File: src/rtl/enigma_pkg.sv
// enigma_pkg: shared scan-code constants, letter count, decoder FSM encoding and index-to-one-hot helper
package enigma_pkg;
   localparam logic [7:0] SC_BREAK    = 8'hF0;
   localparam logic [7:0] SC_EXT      = 8'hE0;
   localparam int         NUM_LETTERS = 26;
   typedef enum logic [1:0] {
      ST_IDLE    = 2'd0,
      ST_BRK     = 2'd1,
      ST_EXT     = 2'd2,
      ST_EXT_BRK = 2'd3
   } dec_state_e;
   function automatic logic [NUM_LETTERS-1:0] idx_to_onehot(input logic [4:0] idx);
      return NUM_LETTERS'(1) << idx;
   endfunction
endpackage

File: src/rtl/scancode_lut.sv
// scancode_lut: maps a PS/2 set-2 byte to a letter index A=0..Z=25
//   code_i      : raw scan-code byte
//   is_letter_o : byte is one of the 26 letter make codes
//   idx_o       : letter index (0 when not a letter)
module scancode_lut (
   input  logic [7:0] code_i,
   output logic       is_letter_o,
   output logic [4:0] idx_o
);
   always_comb begin
      is_letter_o = 1'b1;
      idx_o       = 5'd0;
      case (code_i)
         8'h1C: idx_o = 5'd0;
         8'h32: idx_o = 5'd1;
         8'h21: idx_o = 5'd2;
         8'h23: idx_o = 5'd3;
         8'h24: idx_o = 5'd4;
         8'h2B: idx_o = 5'd5;
         8'h34: idx_o = 5'd6;
         8'h33: idx_o = 5'd7;
         8'h43: idx_o = 5'd8;
         8'h3B: idx_o = 5'd9;
         8'h42: idx_o = 5'd10;
         8'h4B: idx_o = 5'd11;
         8'h3A: idx_o = 5'd12;
         8'h31: idx_o = 5'd13;
         8'h44: idx_o = 5'd14;
         8'h4D: idx_o = 5'd15;
         8'h15: idx_o = 5'd16;
         8'h2D: idx_o = 5'd17;
         8'h1B: idx_o = 5'd18;
         8'h2C: idx_o = 5'd19;
         8'h3C: idx_o = 5'd20;
         8'h2A: idx_o = 5'd21;
         8'h1D: idx_o = 5'd22;
         8'h22: idx_o = 5'd23;
         8'h35: idx_o = 5'd24;
         8'h1A: idx_o = 5'd25;
         default: is_letter_o = 1'b0;
      endcase
   end
endmodule

File: src/rtl/ps2_letter_decoder.sv
// ps2_letter_decoder: PS/2 set-2 byte stream to registered one-hot letter with press strobe
//   CLOCK_50   : system clock
//   reset      : asynchronous active-low reset
//   scan_code  : received byte, qualified by scan_valid
//   scan_valid : one-cycle pulse per byte
//   letter     : one-hot last accepted letter (held across release)
//   letter_idx : binary index of letter
//   key_strobe : one-cycle pulse per accepted press
//   key_held   : last accepted letter not yet released
//   bad_code   : one-cycle pulse on an unknown make byte
module ps2_letter_decoder #(
   parameter int NUM_LETTERS = 26
) (
   input  logic                   CLOCK_50,
   input  logic                   reset,
   input  logic [7:0]             scan_code,
   input  logic                   scan_valid,
   output logic [NUM_LETTERS-1:0] letter,
   output logic [4:0]             letter_idx,
   output logic                   key_strobe,
   output logic                   key_held,
   output logic                   bad_code
);
   import enigma_pkg::dec_state_e;
   import enigma_pkg::ST_IDLE;
   import enigma_pkg::ST_BRK;
   import enigma_pkg::ST_EXT;
   import enigma_pkg::ST_EXT_BRK;
   import enigma_pkg::SC_BREAK;
   import enigma_pkg::SC_EXT;
   import enigma_pkg::idx_to_onehot;
   dec_state_e             state_q, state_d;
   logic [NUM_LETTERS-1:0] letter_q, letter_d;
   logic [4:0]             idx_q, idx_d;
   logic                   strobe_q, strobe_d;
   logic                   held_q, held_d;
   logic                   bad_q, bad_d;
   logic                   is_letter;
   logic [4:0]             lut_idx;
   logic                   same_key;
   scancode_lut u_lut (
      .code_i      (scan_code),
      .is_letter_o (is_letter),
      .idx_o       (lut_idx)
   );
   // the byte names the key that is currently down
   assign same_key = held_q && is_letter && (idx_q == lut_idx);
   always_comb begin
      state_d  = state_q;
      letter_d = letter_q;
      idx_d    = idx_q;
      held_d   = held_q;
      strobe_d = 1'b0;
      bad_d    = 1'b0;
      if (scan_valid) begin
         case (state_q)
            ST_IDLE: begin
               if (scan_code == SC_BREAK) state_d = ST_BRK;
               else if (scan_code == SC_EXT) state_d = ST_EXT;
               else if (is_letter) begin
                  // typematic repeat of the held key leaves everything untouched
                  if (!same_key) begin
                     letter_d = idx_to_onehot(lut_idx);
                     idx_d    = lut_idx;
                     strobe_d = 1'b1;
                     held_d   = 1'b1;
                  end
               end else bad_d = 1'b1;
            end
            ST_BRK: begin
               held_d  = same_key ? 1'b0 : held_q;
               state_d = ST_IDLE;
            end
            ST_EXT:  state_d = (scan_code == SC_BREAK) ? ST_EXT_BRK : ST_IDLE;
            default: state_d = ST_IDLE;
         endcase
      end
   end
   always_ff @(posedge CLOCK_50 or negedge reset) begin
      if (!reset) begin
         state_q  <= ST_IDLE;
         letter_q <= '0;
         idx_q    <= '0;
         strobe_q <= 1'b0;
         held_q   <= 1'b0;
         bad_q    <= 1'b0;
      end else begin
         state_q  <= state_d;
         letter_q <= letter_d;
         idx_q    <= idx_d;
         strobe_q <= strobe_d;
         held_q   <= held_d;
         bad_q    <= bad_d;
      end
   end
   assign letter     = letter_q;
   assign letter_idx = idx_q;
   assign key_strobe = strobe_q;
   assign key_held   = held_q;
   assign bad_code   = bad_q;
endmodule

File: config.mk
export PLATFORM = sky130hd
export DESIGN_NAME = ps2_letter_decoder
export DESIGN_NICKNAME = d
export VERILOG_FILES = /design/src/rtl/enigma_pkg.sv /design/src/rtl/scancode_lut.sv /design/src/rtl/ps2_letter_decoder.sv
export SDC_FILE = /design/constraint.sdc
export NUM_CORES = 1
export LEC_CHECK = 0
export BUFFER_PORTS_ARGS = -buffer_cell sky130_fd_sc_hd__buf_2
export CAP_MARGIN = 20
export CORE_MARGIN = 2
export CORE_UTILIZATION = 30
export DETAILED_ROUTE_END_ITERATION = 10
export GPL_TIMING_DRIVEN = 0
export PLACE_DENSITY = 0.6
export SLEW_MARGIN = 20
export SYNTH_ARGS = -nofsm -noshare
export SYNTH_HDL_FRONTEND = slang
export SYNTH_HIERARCHICAL = 1
export SYNTH_SLANG_ARGS = --single-unit
File: constraint.sdc
create_clock -name CLOCK_50 -period 1.8 [get_ports CLOCK_50]
set_input_delay 0.09 -clock CLOCK_50 [delete_from_list [all_inputs] [get_ports CLOCK_50]]
set_output_delay 0.09 -clock CLOCK_50 [all_outputs]
set_load 0.005 [all_outputs]
==> results.md, run 1 <==
- Share of cells above drive strength 1: roughly half
- Die Ht: approximately 93 um
- # diodes: 0
- Worst endpoint data arrival time: between 2 and 2.5 ns
- Clock Skews: roughly 0.0055 ns
- Bufs on Longest Clock Path: 2
- Post-Place Cells: between 300 and 400
- Max_slew headroom: between 40% and 50%
- Die extent in x: between 90 and 100 um
- Critical-path cell list: buf_6, nor3b_4, buf_4, nand3b_1, o211a_1, o221a_4, nand4_1, and4bb_2, o21ai_4, a21oi_4, buf_6, mux2_4
- Main combinational cell family by area after synthesis: simple AND/OR/NAND/NOR gates
- GRT met2 Usage: between 20% and 30%
- Period utilization: 129%
- Clock root buffer: clkbuf_8
- Largest net degree at the start of global routing: 37
- RSZ-0062 raised after global routing: yes
- Most Used Layer, Global Route: met2
- EDFF count, synth: 0
- Nets@finish: approximately 320
- Compound-gate portion of the synthesized area: 10.6%
- Status: finished, violations left
- WL/cell: 15.5 um
- Most used cell, CP: buf_6
- Overall routed net length: roughly 6300 um
- Setup TNS: -14.62 ns
- Worst-path fanout max: 10
- Global-route wire length before repair: just over 10000 um
- Commonest non-fill, non-tap cell in the layout: buf_2
- Initial antenna violation count: 0
- Row count: 32
- Cells after synthesis: between 200 and 250
- Mux share of post-synthesis cell area: between 10% and 20%
- Fin Hold WS: approximately 0.052 ns
- CTS tree: built
- Worst vdd ir: 0.000306 V
- Minimum clock period: 2.32 ns
- Synth Flop Type: dfrtp_1
- PwrDens: 563 nW/um^2
- DIE AREA: approximately 8600 um^2
- Synth warn: 6
- CTS Buf Count: 5
- DR DRC count: 0
- Flops & latches, synth: 36
- Crit path max-delay family: simple AND/OR/NAND/NOR gates
- Buf/Inv on CP: 3
- Synth unique cells: 57
- Worst-path clk slew: 0.07 ns
- Clock sinks: 36
- Final Max Slew Viols: 0
- Synth Area in XOR/XNOR: 1.86%
- Grt total ovfl: 0
- Met3 Use GR: between 2 and 3%
- DR vias: between 2000 and 2500
- Mean Syn Cell Area: 10.3 um^2
- Hold WC Path Type: input pin to flip-flop
- Worst Path Required: roughly 2.0 ns
- Slowest cell on crit path: nor3b_4
- Crit path launch type: input pin
- Core box area: around 7700 um^2
- IO Pins: 45
- Number of setup violations in the final report: 33
- P_leak: around 0.0015 uW
- Final worst slack: -0.521 ns
- Sequential area share after synthesis: a little under two fifths
- Antenna-violating nets left: 0
- Critical path class: input pin to flip-flop
- HPWL after detailed placement: about 4000 um
- Initial core utilization: 30.7%
- Maximum clock frequency: about 430 MHz
- Largest stage delay, worst path: 0.30 ns
- Worst setup EP type: flip-flop
- Vias in the first global route: 2038
- GP Congestion: approximately 0.91
- Iter 0 DRT Violations: 109
- Adder-cell area share of the yosys netlist: 0%
- Area contributors post-synth: dfrtp_1 (38%), mux2_4 (12%), nor2_1 (5.1%)
- Asr flop ratio synth: 100%
- Most frequent cells in the layout: buf_2 (41), dfrtp_1 (36), nor2_1 (31), mux2_4 (31), buf_4 (18)
- Max-cap violations: 0
- Slew of the pin with the lowest slew margin: 0.799 ns
- Post-synth top area share: a little under two fifths
- Reg2Reg Setup Slack: ~0.020 ns
- IO Port Bufs: 44
- Failing checks: negative setup slack
- P&R area growth vs syn: 38.7%
- Syn nets: between 200 and 250
- Final Hold Vio Count: 0
- H-tree depth: 2
- Met1 Use GR: between 10% and 20%
- Fin cells: just over 400
- Worst-Skew Late Latency: approximately 0.29 ns
- Post-DR vias/cell: 5.03
- Final Util: between 40% and 50%
- Global Route Usage Sum: between 10% and 20%
- Cell Area, Synth: 2360 um^2
- Worst slack, placed: -1.09 ns
- Area leader, netlist: dfrtp_1
- Post-Synth Simple-Gate Area: between 20% and 30%
- DRT Pass-1 Iters: 4
- Fillers: roughly 760
path summary, 6_finish.rpt:
| path | from | end | cells past startpoint |
|---|---|---|---|
| worst min-delay path | scan_valid | state_q[0] | 2 |
| worst min register to register | state_q[0] | bad_code | 1 |
| min in group asynchronous | reset | letter[18] | 2 |
| worst max register to register | letter_idx[3] | letter[15] | 5 |
| worst max-delay path | scan_code[5] | letter[15] | 12 |
| max in group asynchronous | reset | letter[10] | 2 |
per-stage QoR:
stage | power, uW | area [um^2]
after global placement | 1230 | 2760
after detailed placement | 1230 | 2760
after CTS | 1850 | 3260
final | 1840 | 3270
after global routing | 1940 | 3270
after floorplan | 1110 | 2420
synthesized netlist by cell type, types with 4 or more instances:
| master | number |
|---|---|
| dfrtp_1 | 36 |
| mux2_2 | 5 |
| o21ai_0 | 4 |
| nand2_1 | 17 |
| nand4_1 | 6 |
| buf_2 | 6 |
| nor3_1 | 8 |
| nor2b_1 | 6 |
| mux2_4 | 19 |
| a21oi_1 | 5 |
| xor2_1 | 4 |
| nand3b_1 | 4 |
| nand2b_1 | 8 |
| mux2_1 | 7 |
| o21ai_1 | 4 |
| nand3_1 | 7 |
| nor2_1 | 32 |
where the power goes:
group	switching (uW)	leakage (uW)	internal [uW]
clock network	270	0.0000410	263
logic	214	0.00101	220
registers	30.4	0.000492	846
kinds of logic after synthesis:
| logic type | count (synthesis) |
|---|---|
| DFF | 36 |
| muxes | 32 |
| and+or+nand+nor | 109 |
| AOI/OAI and AO/OA | 31 |
| buffers and inverters | 17 |
| xor gates and xnor gates | 5 |
cell type report:
cell class / count / area (um^2) / share of cell area, %
clock inverters: 1 / 5.00 / 0.153
inverters: 2 / 15.0 / 0.459
repair buffers: 70 / 504 / 15.4
multi-input cells: 177 / 1550 / 47.3
well taps: 102 / 128 / 3.90
flip-flops and latches: 36 / 901 / 27.5
clock buffers: 6 / 72.6 / 2.22
plain buffers: 12 / 100 / 3.06
state kept, by name, indices dropped and copies added (netlist names):
signal and cells:
bad_code 1, key_held 1, key_strobe 1, letter 26
letter_idx 5, state_q 2
routing by layer:
| metal | wire length (um) | up-vias |
|---|---|---|
| met3 | 251 | 17 |
| met1 | 2850 | 983 |
| met4 | 161 | 0 |
| met5 | 0 | - |
| li1 | - | 973 |
| met2 | 3050 | 71 |
timing repair:
| item | in CTS | in global routing |
|---|---|---|
| cloned | 2 | 1 |
| pin swaps | 10 | 9 |
| endpoints found under the hold margin | 36 | 0 |
| setup endpoints to repair | 33 | 33 |
| gates resized for setup | 53 | 15 |
| setup buffers | 22 | 5 |
| hold buffers | 1 | 0 |
Note: power is estimated with default switching activity, not from simulation.
==> run 2: changes to the inputs <==
Settings changed: CORE_ASPECT_RATIO set to 1.4.
==> results.md, run 2 (synthesized netlist as in run 1, its figures left out) <==
- Register share of total power: 46.1% (was 47.5%)
- Worst-path clk slew: 0.07 ns (about the same)
- Net switching power: 509 uW (was 515 uW)
- Area post-placement: 2760 um^2 (about the same)
- Slew of the pin with the lowest slew margin: 0.814 ns (was 0.799 ns)
- Clk pwr share: 30.6% (was 28.9%)
- Failing checks: negative setup slack (unchanged)
- DRT Pass-1 Iters: 4 (unchanged)
- DR DRC count: 0 (unchanged)
- Status: finished, violations left (unchanged)
- Final Max Slew Viols: 0 (unchanged)
- P&R area growth vs syn: 39.6% (was 38.7%)
- Largest stage delay, worst path: 0.36 ns (was 0.30 ns)
- Initial core utilization: 30.6% (was 30.7%)
- Die Ht: 109 um (was 92.7 um)
- PwrDens: 576 nW/um^2 (was 563 nW/um^2)
- Antenna-violating nets left: 0 (unchanged)
- Commonest non-fill, non-tap cell in the layout: buf_2 (unchanged)
- Fillers: 756 (unchanged)
- DIE AREA: 8600 um^2 (was 8590 um^2)
- Post-DR vias/cell: 5.09 (was 5.03)
- Crit path launch type: input pin (unchanged)
- Clock Skews: 0.00383 ns (was 0.00553 ns)
- Share of cells above drive strength 1: 48.9% (was 48.0%)
- Worst slack, placed: -1.07 ns (was -1.09 ns)
- Final Util: 42.8% (was 42.6%)
- Iter 0 DRT Violations: 88 (was 109)
- Switch share: 26.8% (was 27.9%)
- DR vias: 2071 (was 2044)
- Overall routed net length: 6240 um (was 6310 um)
- Worst setup EP type: flip-flop (unchanged)
- RSZ-0062 raised after global routing: yes (unchanged)
- Worst endpoint data arrival time: 2.46 ns (was 2.49 ns)
- Comb pwr share: 23.3% (was 23.6%)
- WL/cell: 15.3 um (was 15.5 um)
- Global-route wire length before repair: 10000 um (was 10300 um)
- Maximum clock frequency: 437 MHz (was 431 MHz)
- Worst-path fanout max: 6 (was 10)
- H-tree depth: 2 (unchanged)
- Bufs on Longest Clock Path: 2 (unchanged)
- IO Port Bufs: 44 (unchanged)
- Vias in the first global route: 2031 (was 2038)
- P_leak: 0.00155 uW (was 0.00154 uW)
- IO Pins: 45 (unchanged)
- Most frequent cells in the layout: buf_2 (40), dfrtp_1 (36), nor2_1 (32), mux2_4 (31), buf_4 (20) (was buf_2 (41), dfrtp_1 (36), nor2_1 (31), mux2_4 (31), buf_4 (18))
- Worst Path Required: 1.97 ns (about the same)
- Buf/Inv on CP: 3 (unchanged)
- Clock root buffer: clkbuf_8 (unchanged)
- Nets@finish: 317 (was 315)
- Grt total ovfl: 0 (unchanged)
- Fin Hold WS: 0.0451 ns (was 0.0521 ns)
- Critical path class: input pin to flip-flop (unchanged)
- Number of setup violations in the final report: 33 (unchanged)
- Crit path max-delay family: simple AND/OR/NAND/NOR gates (unchanged)
- Die extent in x: 79.0 um (was 92.7 um)
- Max reg flops: 26 (unchanged)
- Final worst slack: -0.488 ns (was -0.521 ns)
- CTS Buf Count: 5 (unchanged)
- Critical-path cell list: buf_2, nor2b_2, nand2_1, o31a_1, o221a_2, nand2b_4, xor2_2, nor4_4, a21oi_4, buf_4, buf_8, mux2_4 (was buf_6, nor3b_4, buf_4, nand3b_1, o211a_1, o221a_4, nand4_1, and4bb_2, o21ai_4, a21oi_4, buf_6, mux2_4)
- Final Hold Vio Count: 0 (unchanged)
- # diodes: 0 (unchanged)
- Initial antenna violation count: 0 (unchanged)
- Clock sinks: 36 (unchanged)
- GP Congestion: 0.910 (was 0.911)
- Core box area: 7700 um^2 (was 7690 um^2)
- Max_slew headroom: 45.7% (was 46.7%)
- Slowest cell on crit path: nor4_4 (was nor3b_4)
- Global Route Usage Sum: 14.7% (was 15.1%)
- Worst-Skew Late Latency: 0.28 ns (was 0.29 ns)
- Row count: 38 (was 32)
- Minimum clock period: 2.29 ns (was 2.32 ns)
- Internal Pwr Total: 1390 uW (was 1330 uW)
- Max-cap violations: 0 (unchanged)
- CTS tree: built (unchanged)
- Period utilization: 127% (was 129%)
- Largest net degree at the start of global routing: 37 (unchanged)
- Worst vdd ir: 0.000507 V (was 0.000306 V)
- Cell area after layout: 3290 um^2 (was 3270 um^2)
- Hold WC Path Type: input pin to flip-flop (unchanged)
- Setup TNS: -12.66 ns (was -14.62 ns)
- HPWL after detailed placement: 4290 um (was 4050 um)
-- run 2: path summary, 6_finish.rpt --
check | start | endpoint | slack [ns] | cells past startpoint
worst max-delay path | scan_code[2] | letter[12] | -0.49 | 12
min in group asynchronous | reset | letter[6] | 0.44 | 2
worst min register to register | letter[14] | letter[14] | 0.51 | 1
worst min-delay path | scan_valid | state_q[0] | 0.05 | 2
worst max register to register | letter_idx[3] | letter[12] | -0.01 | 6
max in group asynchronous | reset | letter_idx[0] | 0.85 | 2
-- run 2: layer usage --
| layer | track usage, % | up-vias | share of wire [%] |
|---|---|---|---|
| met1 | 16.5 | 1022 | 38 |
| met4 | 3.33 | 0 | 1.3 |
| met5 | 0 | - | 0 |
| met3 | 2.07 | 6 | 4.7 |
| li1 | - | 975 | - |
| met2 | 28.8 | 68 | 56 |
-- run 2: repair_timing --
action,4_1_cts,5_1_grt
gates cloned,2,0
hold endpoints to repair,36,0
endpoints found under the setup margin,33,33
gates resized for setup,40,31
hold buffers,1,0
pin swaps,8,12
buffers inserted,16,13
-- run 2: power groups by stage --
stage | combinational, uW | clock, uW | sequential (uW)
after floorplan | 222 | 0 | 887
after global placement | 338 | 0 | 887
after detailed placement | 345 | 0 | 890
after CTS | 416 | 594 | 875
after global routing | 477 | 639 | 878
final | 441 | 580 | 875
-- run 2: per-stage QoR --
step / instances / power [uW]
after global routing: 407 / 1990
after global placement: 374 / 1230
after CTS: 398 / 1890
after floorplan: 230 / 1110
after detailed placement: 374 / 1230
final: 407 / 1900
-- run 2: cell type report --
class	instances	area, um^2	share of cell area, %
multi-input combinational	177	1520	46.0
sequential	36	901	27.4
timing repair buffer	72	517	15.7
buffer	12	125	3.80
tap	100	125	3.80
clock buffer	8	90.1	2.74
inverter	2	20.0	0.608
